==> src/rtl/ps2_keyboard.sv <==
// PS/2 keyboard receiver: synchronizes and filters the PS/2 clock, deframes
// 11-bit frames and presents validated scan codes with a ready/read handshake.
module ps2_keyboard #(
  parameter int unsigned FILTER_LEN     = 8,
  parameter int unsigned TIMEOUT_CYCLES = 50000
) (
  input  logic       clock50,
  input  logic       reset,
  input  logic       keyboard_clk,
  input  logic       keyboard_data,
  input  logic       read,
  output logic       scan_ready,
  output logic [7:0] scan_code
);

  localparam int unsigned TW = $clog2(TIMEOUT_CYCLES + 1);
  localparam int unsigned BW = 4;

  typedef enum logic [1:0] {IDLE, DATA, PARITY, STOP} state_t;

  state_t                state_q, state_n;
  logic                  kclk_s1_q, kclk_s2_q;
  logic                  kdat_s1_q, kdat_s2_q;
  logic [FILTER_LEN-1:0] hist_q;
  logic                  kclk_f_q, kclk_f_n;
  logic                  fall_c;
  logic [BW-1:0]         bit_cnt_q, bit_cnt_n;
  logic [7:0]            shift_q, shift_n;
  logic                  parity_q, parity_n;
  logic [TW-1:0]         tmo_q, tmo_n;
  logic                  scan_ready_n;
  logic [7:0]            scan_code_n;

  // Synchronizers and clock-filter history; idle-high lines reset to 1.
  always_ff @(posedge clock50) begin
    if (!reset) begin
      kclk_s1_q <= 1'b1;
      kclk_s2_q <= 1'b1;
      kdat_s1_q <= 1'b1;
      kdat_s2_q <= 1'b1;
      hist_q    <= '1;
      kclk_f_q  <= 1'b1;
    end else begin
      kclk_s1_q <= keyboard_clk;
      kclk_s2_q <= kclk_s1_q;
      kdat_s1_q <= keyboard_data;
      kdat_s2_q <= kdat_s1_q;
      hist_q    <= {hist_q[FILTER_LEN-2:0], kclk_s2_q};
      kclk_f_q  <= kclk_f_n;
    end
  end

  // Filtered clock changes level only on a full run of identical samples.
  always_comb begin
    kclk_f_n = kclk_f_q;
    if (&hist_q) begin
      kclk_f_n = 1'b1;
    end else if (~|hist_q) begin
      kclk_f_n = 1'b0;
    end
  end

  assign fall_c = kclk_f_q & ~kclk_f_n;

  // Frame state, counters and output registers.
  always_ff @(posedge clock50) begin
    if (!reset) begin
      state_q    <= IDLE;
      bit_cnt_q  <= '0;
      shift_q    <= '0;
      parity_q   <= 1'b0;
      tmo_q      <= '0;
      scan_ready <= 1'b0;
      scan_code  <= 8'h00;
    end else begin
      state_q    <= state_n;
      bit_cnt_q  <= bit_cnt_n;
      shift_q    <= shift_n;
      parity_q   <= parity_n;
      tmo_q      <= tmo_n;
      scan_ready <= scan_ready_n;
      scan_code  <= scan_code_n;
    end
  end

  // Next-state logic; a completing valid frame overrides a concurrent read.
  always_comb begin
    state_n      = state_q;
    bit_cnt_n    = bit_cnt_q;
    shift_n      = shift_q;
    parity_n     = parity_q;
    tmo_n        = tmo_q;
    scan_ready_n = scan_ready;
    scan_code_n  = scan_code;

    if (read) begin
      scan_ready_n = 1'b0;
    end
    if (state_q != IDLE) begin
      tmo_n = tmo_q + TW'(1);
    end

    if (fall_c) begin
      tmo_n = '0;
      case (state_q)
        IDLE: begin
          if (!kdat_s2_q) begin
            state_n   = DATA;
            bit_cnt_n = BW'(1);
          end
        end
        DATA: begin
          shift_n   = {kdat_s2_q, shift_q[7:1]};
          bit_cnt_n = bit_cnt_q + BW'(1);
          if (bit_cnt_q == BW'(8)) begin
            state_n = PARITY;
          end
        end
        PARITY: begin
          parity_n  = kdat_s2_q;
          bit_cnt_n = bit_cnt_q + BW'(1);
          state_n   = STOP;
        end
        STOP: begin
          state_n   = IDLE;
          bit_cnt_n = '0;
          if (((^shift_q) ^ parity_q) && kdat_s2_q) begin
            scan_code_n  = shift_q;
            scan_ready_n = 1'b1;
          end
        end
        default: begin
          state_n   = IDLE;
          bit_cnt_n = '0;
        end
      endcase
    end else if ((state_q != IDLE) && (tmo_q == TW'(TIMEOUT_CYCLES))) begin
      state_n   = IDLE;
      bit_cnt_n = '0;
      tmo_n     = '0;
    end
  end

endmodule

==> config.mk <==
export PLATFORM = sky130hd
export DESIGN_NAME = ps2_keyboard
export DESIGN_NICKNAME = d
export VERILOG_FILES = /design/src/rtl/ps2_keyboard.sv
export SDC_FILE = /design/constraint.sdc
export NUM_CORES = 1
export LEC_CHECK = 0
export ABC_CLOCK_PERIOD_IN_PS = 2510
export BUFFER_PORTS_ARGS = -buffer_cell sky130_fd_sc_hd__buf_2
export CAP_MARGIN = 20
export CORE_MARGIN = 4
export CORE_UTILIZATION = 35
export CTS_CLUSTER_DIAMETER = 120
export CTS_CLUSTER_SIZE = 12
export DETAILED_ROUTE_END_ITERATION = 12
export PLACE_DENSITY = 0.52
export SETUP_SLACK_MARGIN = 0.3
export SLEW_MARGIN = 20
export SYNTH_ARGS = -nofsm -noshare
export SYNTH_HDL_FRONTEND = slang
export SYNTH_SLANG_ARGS = --single-unit
==> constraint.sdc <==
create_clock -name clock50 -period 2.51 [get_ports clock50]
set_clock_uncertainty 0.15 [all_clocks]
set_input_delay 0.6275 -clock clock50 [delete_from_list [all_inputs] [get_ports clock50]]
set_output_delay 0.6275 -clock clock50 [all_outputs]
set_load 0.01 [all_outputs]
# Word level (Yosys, flattened, before mapping)
# Index checks and enable logic that the tools add are counted.
# totals
mem_bits_ro	0
ram_bits	0
register_bits	53
input_bits	5
n_memories	0
out_inout_bits	9
latch_bits	0
# op_classes
n_eq_ne	7
bitwise_logic	4
n_lt_le_gt_ge	0
n_mux	15
addsub	2
shifts	0
n_div	0
n_reduce_logical	15
mul	0
# op_table
cell	n
16-bit by 1-bit adder with 16-bit output (second input constant)	1
16-bit == test (second input constant)	1
4-bit 2-to-1 mux	3
4-bit case mux with 3 select lines	1
2-bit 2-to-1 mux	4
2-bit case mux with 4 select lines	1
8-bit AND reduction	1
8-bit OR reduction	1
8-bit XOR reduction	1
1-bit 2-to-1 mux	6
3-bit inequality test (second input constant)	2
2-bit AND reduction	3
3-bit AND reduction	2
4-bit by 1-bit adder with 4-bit output (second input constant)	1
2-bit == test (second input constant)	2
4-bit == test (second input constant)	1
2-bit nonzero test	2
3-bit OR reduction	1
2-bit by 1-bit == test with 1-bit output (second input constant)	1
1-bit logical AND	2
2-bit zero test	1
1-bit inverter	2
2-bit OR reduction	1
1-bit bitwise AND	1
1-bit XOR	1

# Depth between registers and ports, before layout
# logic_depth
ltp_word	7
ltp_mapped	8

# Least setup slack after synthesis
# OpenSTA, ideal clock, no wires.
# synth_timing
path_type	register to register
start	register state_q[0]
end	register tmo_q[11]
arrival_ns	1.783
setup_time_ns	0.072
stages_incl_launch_ff	8
slack_ns	0.505
synth_period_minus_slack_ns	2.005
required_time_ns	2.288
path_cell_list	dfxtp_1 inv_1 ha_1 buf_2 and4b_1 nand4_1 or3_1 a21oi_1
# synth_via
elab_chain_cells	3
# synth_rtl
element	line_no	rtl
start: declaration	21	state_t state_q, state_n;
start signal: assignment	76	state_q <= state_n;
2-bit nonzero test (*)	99, 137	
1-bit logical AND	137	end else if ((state_q != IDLE) && (tmo_q == TW'(TIMEOUT_CYCLES))) begin
3-bit OR reduction (no line)	-	
end signal: assignment	80	tmo_q <= tmo_n;
end: declaration	30	logic [TW-1:0] tmo_q, tmo_n;
# Mark *: on every way between the ends. The rest lies on a longest branch, timed or not.
# A chain may end at the register's enable or synchronous reset.

# Worst setup path in the final report
# layout_timing
start	register state_q[0]
end	register tmo_q[9]
# The elaborated chain is that of the path after synthesis.

==> metrics.txt <==
final setup fails 0; FF-to-FF setup slack around 520 ps; die width between 80 and 90 um; worst hold path depth 1; Crit Reg-Reg Endpoint tmo_q[9]; Worst Hold Class reg2reg; part of the cycle the worst path needs between 70% and 80%; vias in the first global route roughly 1700; Slew HR 50.7%; Arrival @ worst endpoint approximately 2100 ps; CP Class reg2reg; required time of the critical path between 2000 and 3000 ps; mux contribution to synthesized area less than 1%; Clk Latency, worst-skew pair between 300 and 400 ps; RR Startpoint state_q[0]; VDD IR-drop max between 0.0002 and 0.0003 V; Non-Filler Instances between 300 and 400; gr ovfl total 0; outcome finished, final reports clean; CTS max path bufs 2; top cells by area, synth dfxtp_1 46%, nand3_1 5.6%, a21oi_1 5.4%; post-synthesis area per instance between 8 and 9 sq um; Synth Area in Adders 4.85%; row count 29; GR Util met3 approximately 3.3%; GR peak layer met2; Initial Util a little over a third; Core Area 6390 sq um; Port Buffers 13; initial antenna violation count 0; via count between 1500 and 2000; cts hold-fix bufs 0; CTS root buf clkbuf_8; synthesized flop and latch total 53; DR iter-0 viols 73; DR DRC count 0; max_cap viols 0; met1 usage roughly 16%; Post-DP HPWL 3020 um; wire length per cell 12.2 um; Routed Antenna Nets 0; Worst Setup End Kind register; power density over the cells approximately 550 nW/um^2; CTS Sinks 53; hold path start kclk_s2_q; nets@finish approximately 290; Unique masters post-synth 39; Post-Route WL around 4300 um; end point of the worst hold path hist_q[0]; compound-cell area share of the yosys netlist a little under an eighth; Startpoint Class register; Post-Syn Area between 2000 and 2500 sq um; placed insts between 300 and 400; Fin. Hold Viols 0; TNS Setup 0 ps; Ports 14; chip height between 80 and 90 um; Final Util 40.9%; Synth Warn # 0; post-synth top area cell dfxtp_1; Mapped Cells roughly 260; fin. max-slew vios 0; Seq. cell area roughly 1100 sq um; cell leakage power approximately 0.94 nW; post-synthesis net count around 270; Via-to-Cell Ratio a little over 5; largest net degree at the start of global routing 24; drt pass-1 iters 4; maximum fanout along the worst path 8; footprint of the multi-input gates 1200 sq um; layout cell share with drive strength beyond 1 13.5%; fin crit period 1990 ps; Worst-path clk slew 90 ps; grt met2 use between 10% and 20%; cells on worst reg2reg path 6; TritonCTS clock tree done; launch point of the critical path state_q[0]; cts bufs inserted 5; main combinational cell family by area after synthesis simple AND/OR/NAND/NOR gates; sequential area share after synthesis between 40% and 50%; worst-path cell chain inv_1 -> ha_4 -> and4b_1 -> nand4_1 -> or3_1 -> a21oi_1; FILL cells slightly below 700; full die area between 7000 and 8000 sq um; RSZ-0062 raised after global routing yes; measured slew at the worst slew-check pin roughly 740 ps; Synth Area in XOR/XNOR slightly below 9%; Fmax between 500 and 600 MHz; post-synth top area share 45.7%; Total GRT Usage roughly 12%; H-tree levels 2; ant diodes 0; first-pass GRT wire length ~7700 um; Synth Area in Simple Gates 24.8%; Slowest-stage cell, CP or3_1; area grow syn2layout 12.5%; GPL Wtd Cong 0.808; CP max stage delay 420 ps
[cell usage after synthesis, drive strengths merged]
cell type  count
or3            4
o211ai         2
nor3           4
nand3b         2
xnor2         10
nand4          7
buf            5
inv           11
nor2          17
and3           3
o21ai         14
mux2i          1
xor2           8
a21oi         25
o221a          1
dfxtp         53
nor4           3
clkbuf         4
ha             9
o21a           1
a22oi          2
nor4bb         2
nor2b          2
nor3b          1
or2            1
and2           1
a21o           2
nand2         19
nand4b         1
and4b          2
o31ai          1
xnor3          1
nand2b        12
nand3         26
a211oi         1
[per-layer routing]
layer	vias up	routed length (um)
li1	929	-
met1	815	2160
met2	22	1940
met3	7	138
met4	0	58
met5	-	0
[per-stage QoR]
stage / power (mW) / setup slack [ps] / cell area, sq um / hold WS (ps)
CTS: 1.47 / 327 / 2580 / 272
global placement: 0.890 / 366 / 2460 / 241
floorplan: 0.879 / 505 / 2320 / 236
detailed placement: 0.890 / 306 / 2460 / 246
finish: 1.45 / 516 / 2610 / 266
global route: 1.51 / 299 / 2610 / 290
[how the worst max path moves through the flow]
stage	endpoint	slack [ps]	depth (start not counted)
finish	tmo_q[9]	520	6
global route	bit_cnt_q[1]	300	7
CTS	bit_cnt_q[3]	330	7
detailed placement	tmo_q[9]	310	6
global placement	tmo_q[13]	370	6
floorplan	tmo_q[11]	500	7
[cells by family (layout without fill, tap and decap cells)]
family          Yosys count  after routing
xor+xnor                 19             19
simple gates            107            107
mux                       1              1
compound gates           49             49
flops                    53             53
buf+inv                  20             37
fa+ha+maj                 9              9
[flip-flops by register name (all words and copies together), names as in the netlist]
signal / cells
tmo_q: 16
hist_q: 8
scan_code: 8
shift_q: 8
bit_cnt_q: 4
state_q: 2
kclk_f_q: 1
kclk_s1_q: 1
kclk_s2_q: 1
kdat_s1_q: 1
kdat_s2_q: 1
parity_q: 1
scan_ready: 1
[layout by cell type (no fill, tap or decap), drive strengths merged, types with 2 or more instances in the layout]
master and instances:
nand3 26, a22oi 2, o211ai 2, nor4 3, nand2b 12, o21ai 14
a21o 2, nand2 19, buf 18, xor2 8, or3 4, nor2 17
dfxtp 53, a21oi 25, and4b 2, clkbuf 6, nor2b 2, inv 11
nand4 7, nor4bb 2, and3 3, ha 9, nand3b 2, nor3 4
xnor2 10
[critical path, delay by kind of cell, from the launching register on]
family                     cells  cell delay [ps]
and+or+nand+nor                3              980
buffers and inverters          1              100
adders and majority gates      1              200
DFF                            1              370
AOI/OAI and AO/OA              1              140
[report_power, final]
group | switching, mW | total, mW | internal, mW
clock network | 0.277 | 0.576 | 0.300
registers | 0.00211 | 0.846 | 0.844
logic | 0.0160 | 0.0236 | 0.00755
total | 0.295 | 1.45 | 1.15
[timing repair]
action	CTS	global route
pin swaps	1	2
buffers inserted	1	1
setup endpoints to repair	3	28
gates resized for setup	0	6
[layout make-up]
cell class	count	area share, %
Inverter	11	1.58
Clock buffer	6	2.78
Tap cell	77	3.69
Clock inverter	2	1.49
Sequential cell	53	40.7
Timing Repair Buffer	18	3.93
Multi-Input combinational cell	185	45.8
Power figures use the tool's default switching activity.
